==> config.mk <==
export PLATFORM = sky130hd
export DESIGN_NAME = usb_rx_bit_sequencer
export DESIGN_NICKNAME = d
export VERILOG_FILES = /design/src/rtl/usb_rx_pkg.sv /design/src/rtl/usb_rx_stuff_tracker.sv /design/src/rtl/usb_rx_bit_sequencer.sv
export SDC_FILE = /design/constraint.sdc
export NUM_CORES = 1
export LEC_CHECK = 0
export BUFFER_PORTS_ARGS = -buffer_cell sky130_fd_sc_hd__buf_2
export CAP_MARGIN = 20
export CORE_AREA = 5 5 42 44
export CTS_CLUSTER_SIZE = 12
export DETAILED_ROUTE_END_ITERATION = 6
export DIE_AREA = 0 0 47 49
export PLACE_DENSITY = 0.59
export SKIP_CTS_REPAIR_TIMING = 1
export SYNTH_ARGS = -nofsm -noshare
export SYNTH_HDL_FRONTEND = slang
export SYNTH_SLANG_ARGS = --single-unit
==> constraint.sdc <==
create_clock -name clk -period 1.55 [get_ports clk]
set_input_delay 0 -clock clk [delete_from_list [all_inputs] [get_ports clk]]
set_output_delay 0 -clock clk [all_outputs]
set_load 0.02 [all_outputs]
==> src/rtl/usb_rx_pkg.sv <==
// usb_rx_pkg: shared state encoding and bit-timing constants for the USB RX path.
package usb_rx_pkg;

    typedef enum logic [1:0] {
        IDLE    = 2'd0,
        ACQUIRE = 2'd1,
        RUN     = 2'd2
    } rx_state_t;

    // Consecutive ones after which the transmitter must have inserted a zero.
    localparam int unsigned STUFF_LIMIT      = 6;

    localparam int unsigned DEF_CLKS_PER_BIT = 8;
    localparam int unsigned DEF_SAMPLE_PHASE = 4;
    // Matches the edge detector's 2-cycle latency.
    localparam int unsigned DEF_EDGE_OFFSET  = 2;

endpackage

==> src/rtl/usb_rx_stuff_tracker.sv <==
// usb_rx_stuff_tracker: counts consecutive ones at bit sample points and flags
// the stuffed bit that must follow six ones. Only built with USB_RX_BITSTUFF_EN.
`ifdef USB_RX_BITSTUFF_EN
module usb_rx_stuff_tracker
    import usb_rx_pkg::*;
(
    input  logic clk,
    input  logic rst,
    input  logic clear_i,
    input  logic sample_pt_i,
    input  logic d_orig_i,
    output logic stuff_pending_o,
    output logic stuff_err_o
);

    logic [2:0] ones_q, ones_d;
    logic       pending_q, pending_d;
    logic       err_q, err_d;

    // Next-state: a sample point either consumes the stuffed bit or updates the run of ones.
    always_comb begin
        ones_d    = ones_q;
        pending_d = pending_q;
        err_d     = 1'b0;
        if (clear_i) begin
            ones_d    = '0;
            pending_d = 1'b0;
        end else if (sample_pt_i) begin
            if (pending_q) begin
                // Stuffed bit: must be 0; a 1 here is a stuffing violation.
                ones_d    = '0;
                pending_d = 1'b0;
                err_d     = d_orig_i;
            end else if (d_orig_i) begin
                ones_d    = ones_q + 3'd1;
                pending_d = (ones_q == 3'(STUFF_LIMIT - 1));
            end else begin
                ones_d = '0;
            end
        end
    end

    // State register with synchronous reset.
    always_ff @(posedge clk) begin
        if (rst) begin
            ones_q    <= '0;
            pending_q <= 1'b0;
            err_q     <= 1'b0;
        end else begin
            ones_q    <= ones_d;
            pending_q <= pending_d;
            err_q     <= err_d;
        end
    end

    assign stuff_pending_o = pending_q;
    assign stuff_err_o     = err_q;

endmodule
`endif

==> src/rtl/usb_rx_bit_sequencer.sv <==
// usb_rx_bit_sequencer: locks a per-bit phase counter to D+ edges, strobes
// shift_enable at each bit centre, counts bits and flags completed bytes.
// Optional bit-stuff tracking is enabled with the USB_RX_BITSTUFF_EN macro.
module usb_rx_bit_sequencer
    import usb_rx_pkg::*;
#(
    parameter int unsigned CLKS_PER_BIT = DEF_CLKS_PER_BIT,
    parameter int unsigned SAMPLE_PHASE = DEF_SAMPLE_PHASE,
    parameter int unsigned EDGE_OFFSET  = DEF_EDGE_OFFSET
) (
    input  logic       clk,
    input  logic       rst,
    input  logic       enable_timer,
    input  logic       d_edge,
    input  logic       d_orig,
    output logic       shift_enable,
    output logic       byte_received,
    output logic [2:0] bit_count,
    output logic       stuff_err
);

    localparam int unsigned   PW        = $clog2(CLKS_PER_BIT);
    localparam logic [PW-1:0] SAMPLE_PH = PW'(SAMPLE_PHASE);
    localparam logic [PW-1:0] EDGE_PH   = PW'(EDGE_OFFSET);
    localparam logic [PW-1:0] LAST_PH   = PW'(CLKS_PER_BIT - 1);

    rx_state_t     state_q, state_d;
    logic [PW-1:0] phase_q, phase_d;
    logic [2:0]    bit_count_q, bit_count_d;
    logic          byte_received_q, byte_received_d;
    logic          sample_pt;
    logic          stuff_pending;
    logic          stuff_clear;

    // Strobe is decoded from registers only, so it is still emitted in the
    // cycle enable_timer falls.
    assign sample_pt    = (state_q == RUN) && (phase_q == SAMPLE_PH);
    assign shift_enable = sample_pt && !stuff_pending;
    assign stuff_clear  = !enable_timer;

`ifdef USB_RX_BITSTUFF_EN
    usb_rx_stuff_tracker u_stuff (
        .clk             (clk),
        .rst             (rst),
        .clear_i         (stuff_clear),
        .sample_pt_i     (sample_pt),
        .d_orig_i        (d_orig),
        .stuff_pending_o (stuff_pending),
        .stuff_err_o     (stuff_err)
    );
`else
    logic unused_d_orig;
    logic unused_stuff_clear;
    assign unused_d_orig      = d_orig;
    assign unused_stuff_clear = stuff_clear;
    assign stuff_pending      = 1'b0;
    assign stuff_err          = 1'b0;
`endif

    // Next-state: sequencing, phase tracking and bit counting; disable overrides all.
    always_comb begin
        state_d         = state_q;
        phase_d         = phase_q;
        bit_count_d     = bit_count_q;
        byte_received_d = 1'b0;
        if (!enable_timer) begin
            state_d     = IDLE;
            phase_d     = '0;
            bit_count_d = '0;
        end else begin
            unique case (state_q)
                IDLE: state_d = ACQUIRE;
                ACQUIRE: begin
                    if (d_edge) begin
                        state_d = RUN;
                        phase_d = EDGE_PH;
                    end
                end
                RUN: begin
                    if (d_edge) begin
                        phase_d = EDGE_PH;
                    end else if (phase_q == LAST_PH) begin
                        phase_d = '0;
                    end else begin
                        phase_d = phase_q + 1'b1;
                    end
                end
                default: state_d = IDLE;
            endcase
            if (shift_enable) begin
                bit_count_d     = bit_count_q + 3'd1;
                byte_received_d = (bit_count_q == 3'd7);
            end
        end
    end

    // State register with synchronous reset.
    always_ff @(posedge clk) begin
        if (rst) begin
            state_q         <= IDLE;
            phase_q         <= '0;
            bit_count_q     <= '0;
            byte_received_q <= 1'b0;
        end else begin
            state_q         <= state_d;
            phase_q         <= phase_d;
            bit_count_q     <= bit_count_d;
            byte_received_q <= byte_received_d;
        end
    end

    assign bit_count     = bit_count_q;
    assign byte_received = byte_received_q;

endmodule
==> metrics.yaml, run 1 <==
grt:
  grt-ovfl-total: 0
  grt_max_degree: 10
  antenna_found_initial: 0
  grt_pass1_vias: 309
  grt_usage_pct: 8.051
  grt_first_pass_wirelength_um: 1338
pwr:
  cellLeakagePower_nw: 0.2539
  clkPwrFrac_pct: 40.0
  p_seq_share_pct: 53.9
  p_int_mw: 0.3455
  p_sw_share_pct: 22.02
  p_sw_mw: 0.09754
  ir_drop_mv: 0.6144
  p_total_mw: 0.4431
  p_comb_share_pct: 6.0
  p_per_area_nw_per_um2: 841.1
die:
  die_x_um: 47
  io_pins: 11
  core_um2: 1401
  initial_core_util_pct: 32.41
  rows: 14
  die_y_um: 49
  dieArea_um2: 2303
cts:
  htree_levels: 1
  cts_root_buffer: "clkbuf_4"
  cts.sinks: 9
  clk_path_buf_depth: 2
  clk_pin_slew_ps: 60
  cts_tree: "built"
  cts_buffers: 3
  clk_latency_ps: 260
routing:
  vias: 343
  ant_nets: 0
  wire_per_inst_um: 10.27
  dr.first_iter.drc_count: 9
  drtPass1Iterations: 4
  drc: 0
  wl_um: 750
  viasPerCell: 4.699
sta:
  setup_viol: 0
  finalSetupTns_ps: 0
  fin_crit_ps: 1459
  max_clock_freq_mhz: 685.2
  hold_viol: 0
  fin_hold_ws_ps: 98.51
  slew_viol_final: 0
  skew_ps: 3.582
  rsz0062_at_grt: "no"
  fin_crit_sh_pct: 94.16
min_path:
  hold_class: "primary input to flip-flop"
  hold_start: "d_edge"
  min_path_cells: 3
  min_to: "phase_q[0]$_SDFFE_PP0P_"
worst_setup_path:
  startpoint_type: "flip-flop"
  timing.reg2reg.setup_slack_ps: 90
  r2r_cells: 4
  crit_path_end_kind: "flip-flop"
  reg2reg_to: "phase_q[0]$_SDFFE_PP0P_"
  critPathMaxFanout: 5
  crit_required_ps: 1720
  worstSetupPathType: "flip-flop to flip-flop"
  cp.arrival_ps: 1630
  reg2reg_from: "phase_q[0]$_SDFFE_PP0P_"
synth:
  avgSynthCellArea_um2: 9.462
  ys_warn_count: 0
  synth_nets: 58
  synth_cells: 48
  synth-seq-cells: 9
  yosysSeqAreaShare_pct: 39.67
  synth_edf_count: 0
  async_flop_share_pct: 0
  synth_top_area_share_pct: 39.67
  yosysUniqueCellTypes: 25
  netlist_area_um2: 454.2
  synth_ff_type: "dfxtp_1"
  synth_area_leaders: "dfxtp_1 (40%), ha_1 (14%), mux2i_1 (4.4%)"
  synth.cells.most_frequent: "dfxtp_1 (9), ha_1 (5), nor2_1 (5), inv_1 (4)"
  netlist.top_cell.by_area: "dfxtp_1"
  synth_most_common_cell: "dfxtp_1"
finish:
  diodes: 0
  drive_gt1_share_pct: 24.56
  syn_to_final_growth_pct: 15.98
  fin_util_pct: 37.59
  final_net_count: 68
  fillers: 151
job:
  cap_violations: 0
placement:
  hpwlAfterDp_um: 561.9
  port_buffers: 8
  gp_congestion: 0.6787
status:
  status: "complete, no violations"
cells by family after synthesis:
logic type                 synth area share [%]
and+or+nand+nor                           18.46
buffers and inverters                     9.364
adders and majority gates                 13.77
xor gates and xnor gates                  1.929
other                                    0.8257
AOI/OAI and AO/OA                         9.093
muxes                                     6.887
DFF                                       39.67
cell usage in the layout (no fill, tap or decap):
cell      count
nand4b_1      1
nand3b_1      1
dfxtp_1       9
nand2_1       2
xor2_1        1
a21o_1        1
a21oi_1       2
clkbuf_4      3
or4_1         1
nor3_1        2
inv_1         4
mux2i_1       2
nor4bb_1      1
nor3b_1       1
mux2_2        1
buf_4         1
a221oi_1      1
nor2_1        5
ha_1          5
a311oi_2      1
nand2b_1      1
conb_1        1
clkbuf_1      1
a31oi_1       1
buf_2         8
power by group through the flow:
stage	sequential, mW	clock (mW)	combinational, mW
2_1_floorplan	0.241	0	0.0261
3_3_place_gp	0.244	0	0.0256
3_5_place_dp	0.244	0	0.0262
4_1_cts	0.239	0.187	0.0264
5_1_grt	0.240	0.202	0.0310
6_report	0.239	0.177	0.0268
through the flow:
step	instance area (µm²)	setup WS (ps)	instances
5_1_grt	526.8	10.56	73
3_3_place_gp	494.2	157.3	69
2_1_floorplan	454.2	179.5	48
3_5_place_dp	494.2	93.93	69
4_1_cts	520.5	82.08	73
6_report	526.8	90.56	73
routing by layer:
metal  track usage [%]  wire length [µm]
met3             5.535                43
met5                 0                 0
met2             11.99               354
met1             9.534               352
met4             1.382                 0
worst max path at each step:
stage,end,from
floorplan,phase_q[0]$_SDFFE_PP0P_,phase_q[0]$_SDFFE_PP0P_
CTS,phase_q[0]$_SDFFE_PP0P_,phase_q[0]$_SDFFE_PP0P_
global route,phase_q[0]$_SDFFE_PP0P_,phase_q[0]$_SDFFE_PP0P_
global placement,phase_q[0]$_SDFFE_PP0P_,phase_q[0]$_SDFFE_PP0P_
finish,phase_q[0]$_SDFFE_PP0P_,phase_q[0]$_SDFFE_PP0P_
detailed placement,phase_q[0]$_SDFFE_PP0P_,phase_q[0]$_SDFFE_PP0P_
registers in the layout, indices dropped and copies added (netlist names):
register / count
bit_count: 3
byte_received: 1
phase_q: 3
state_q: 2
worst max-delay path, stage by stage, from the launching register on:
cell      delay (ps)
dfxtp_1          350
ha_1             220
ha_1             170
or4_1            410
a311oi_2         230
area by class of cell:
| cell class | count | area, µm² | area share (%) |
|---|---|---|---|
| multi-input combinational | 31 | 237.7 | 45.13 |
| sequential | 9 | 180.2 | 34.20 |
| timing repair buffer | 9 | 47.55 | 9.026 |
| clock buffer | 4 | 26.28 | 4.988 |
| tap | 16 | 20.02 | 3.800 |
| inverter | 4 | 15.01 | 2.850 |
Note: power is estimated with default switching activity, not from simulation.
==> run 2, diff against run 1 <==
==> constraint.sdc (replaced) <==
create_clock -name clk -period 1.55 [get_ports clk]
set_input_delay 0.155 -clock clk [delete_from_list [all_inputs] [get_ports clk]]
set_output_delay 0.155 -clock clk [all_outputs]
set_load 0.02 [all_outputs]
==> run 2 against run 1 <==
Against the previous run:
- hold slack better by 140 ps
- highest routed layer unchanged
- setup slack worse by 1.5 ps
- wire length is 0.27% higher
- count of clock-buffer cells in the layout stayed put
- clock power hardly changed
- global-route usage is 0.14 points lower
==> metrics.yaml, run 2 (synthesis results as in run 1) <==
status:
  status: "complete, no violations"  # unchanged
sta:
  fin_crit_ps: 1461  # was 1459 ps
  rsz0062_at_grt: "no"  # unchanged
  finalSetupTns_ps: 0  # unchanged
  skew_ps: 8.925  # was 3.582 ps
  max_clock_freq_mhz: 684.5  # was 685.2 MHz
  slew_viol_final: 0  # unchanged
  setup_viol: 0  # unchanged
  hold_viol: 0  # unchanged
  fin_crit_sh_pct: 94.26  # was 94.16%
  fin_hold_ws_ps: 238.0  # was 98.51 ps
worst_setup_path:
  crit_required_ps: 1720  # about the same
  cp.arrival_ps: 1630  # about the same
  crit_start: "phase_q[0]$_SDFFE_PP0P_"  # unchanged
  worstSetupPathType: "flip-flop to flip-flop"  # unchanged
  reg2reg_from: "phase_q[0]$_SDFFE_PP0P_"  # unchanged
  startpoint_type: "flip-flop"  # unchanged
  critPathMaxFanout: 5  # unchanged
  crit_path_end_kind: "flip-flop"  # unchanged
die:
  core_um2: 1401  # unchanged
  io_pins: 11  # unchanged
  dieArea_um2: 2303  # unchanged
  initial_core_util_pct: 32.41  # unchanged
  die_y_um: 49  # unchanged
  die_x_um: 47  # unchanged
  rows: 14  # unchanged
grt:
  grt-ovfl-total: 0  # unchanged
  grt_first_pass_wirelength_um: 1324  # was 1338 µm
  grt_max_degree: 10  # unchanged
  antenna_found_initial: 0  # unchanged
  grt_pass1_vias: 323  # was 309
  grt_usage_pct: 7.915  # was 8.051%
routing:
  dr.first_iter.drc_count: 5  # was 9
  ant_nets: 0  # unchanged
  viasPerCell: 4.697  # was 4.699
  wl_um: 752  # was 750 µm
  drc: 0  # unchanged
  vias: 357  # was 343
  drtPass1Iterations: 4  # unchanged
  wire_per_inst_um: 9.895  # was 10.27 µm
cts:
  cts_root_buffer: "clkbuf_4"  # unchanged
  cts.sinks: 9  # unchanged
  cts_buffers: 3  # unchanged
  clk_latency_ps: 260  # about the same
  clk_pin_slew_ps: 60  # about the same
  htree_levels: 1  # unchanged
  cts_tree: "built"  # unchanged
  clk_path_buf_depth: 2  # unchanged
finish:
  fillers: 151  # unchanged
  drive_gt1_share_pct: 26.67  # was 24.56%
  final_common_cell: "dfxtp_1"  # unchanged
  multi_input_area_um2: 231.5  # was 237.7 µm²
  diodes: 0  # unchanged
  final_net_count: 71  # was 68
  mostFrequentLayoutCells: "dfxtp_1 (9), buf_2 (8), nor2_1 (5), ha_1 (5)"  # was dfxtp_1 (9), buf_2 (8), nor2_1 (5), ha_1 (5), inv_1 (4)
  syn_to_final_growth_pct: 19.56  # was 15.98%
  seq_area_um2: 180.2  # unchanged
placement:
  hpwlAfterDp_um: 522.9  # was 561.9 µm
  gp_congestion: 0.6797  # was 0.6787
  port_buffers: 8  # unchanged
pwr:
  p_per_area_nw_per_um2: 817.2  # was 841.1 nW/µm²
  ir_drop_mv: 0.6872  # was 0.6144 mV
  cellLeakagePower_nw: 0.2658  # was 0.2539 nW
min_path:
  hold_class: "primary input to flip-flop"  # unchanged
  hold_start: "d_edge"  # unchanged
job:
  cap_violations: 0  # unchanged
-- run 2: cell types whose count changed in the layout (fill, tap and decap cells not counted), sizes merged --
cell	previous run	this run
buf	9	12
-- run 2: report_power, final --
group	internal, mW	switching (mW)	leakage [nW]	total (mW)
Combinational	0.0118	0.0140	0.178	0.0258
Clock	0.0990	0.0802	0.0150	0.179
Sequential	0.234	0.00425	0.0728	0.239
Total	0.345	0.0985	0.266	0.444
-- run 2: layer usage --
layer	routed length, µm	global-route usage [%]	vias to the layer above	share of wire, %
met2	369	12.44	7	49
met4	0	1.382	0	0
met3	47	5.535	0	6.3
met5	0	0	-	0
li1	-	-	190	-
met1	335	8.667	160	45
-- run 2: worst max-delay path: stages (launching register included) --
cell      delay, ps
dfxtp_1         350
ha_1            210
ha_1            170
or4_1           390
a311oi_1        260
-- run 2: through the flow --
| stage | utilization, % | total power, mW | std cells | setup slack [ps] | instance area, µm² |
|---|---|---|---|---|---|
| after floorplan | - | 0.2670 | 48 | 179.5 | 454.2 |
| after global placement | 35.27 | 0.2694 | 69 | 152.5 | 494.2 |
| after CTS | 37.14 | 0.4507 | 73 | 4.705 | 520.5 |
| final | 38.75 | 0.4438 | 76 | 89.01 | 543.0 |
| after detailed placement | 35.27 | 0.2699 | 69 | 126.9 | 494.2 |
| after global routing | 38.75 | 0.4678 | 76 | 21.19 | 543.0 |
-- run 2: worst paths after layout --
path / cells past startpoint / endpoint / slack, ps
setup / recovery: 4 / phase_q[0]$_SDFFE_PP0P_ / 90
hold / removal: 3 / phase_q[0]$_SDFFE_PP0P_ / 240
setup reg to reg: 4 / phase_q[0]$_SDFFE_PP0P_ / 90
hold reg to reg: 2 / bit_count[2]$_SDFFE_PP0P_ / 520
-- run 2: final cells by class --
cell class                      count  share of cell area (%)
Multi-Input combinational cell     31                   42.63
Sequential cell                     9                   33.18
Timing Repair Buffer               12                   12.90
Clock buffer                        4                   4.839
Tap cell                           16                   3.687
Inverter                            4                   2.765
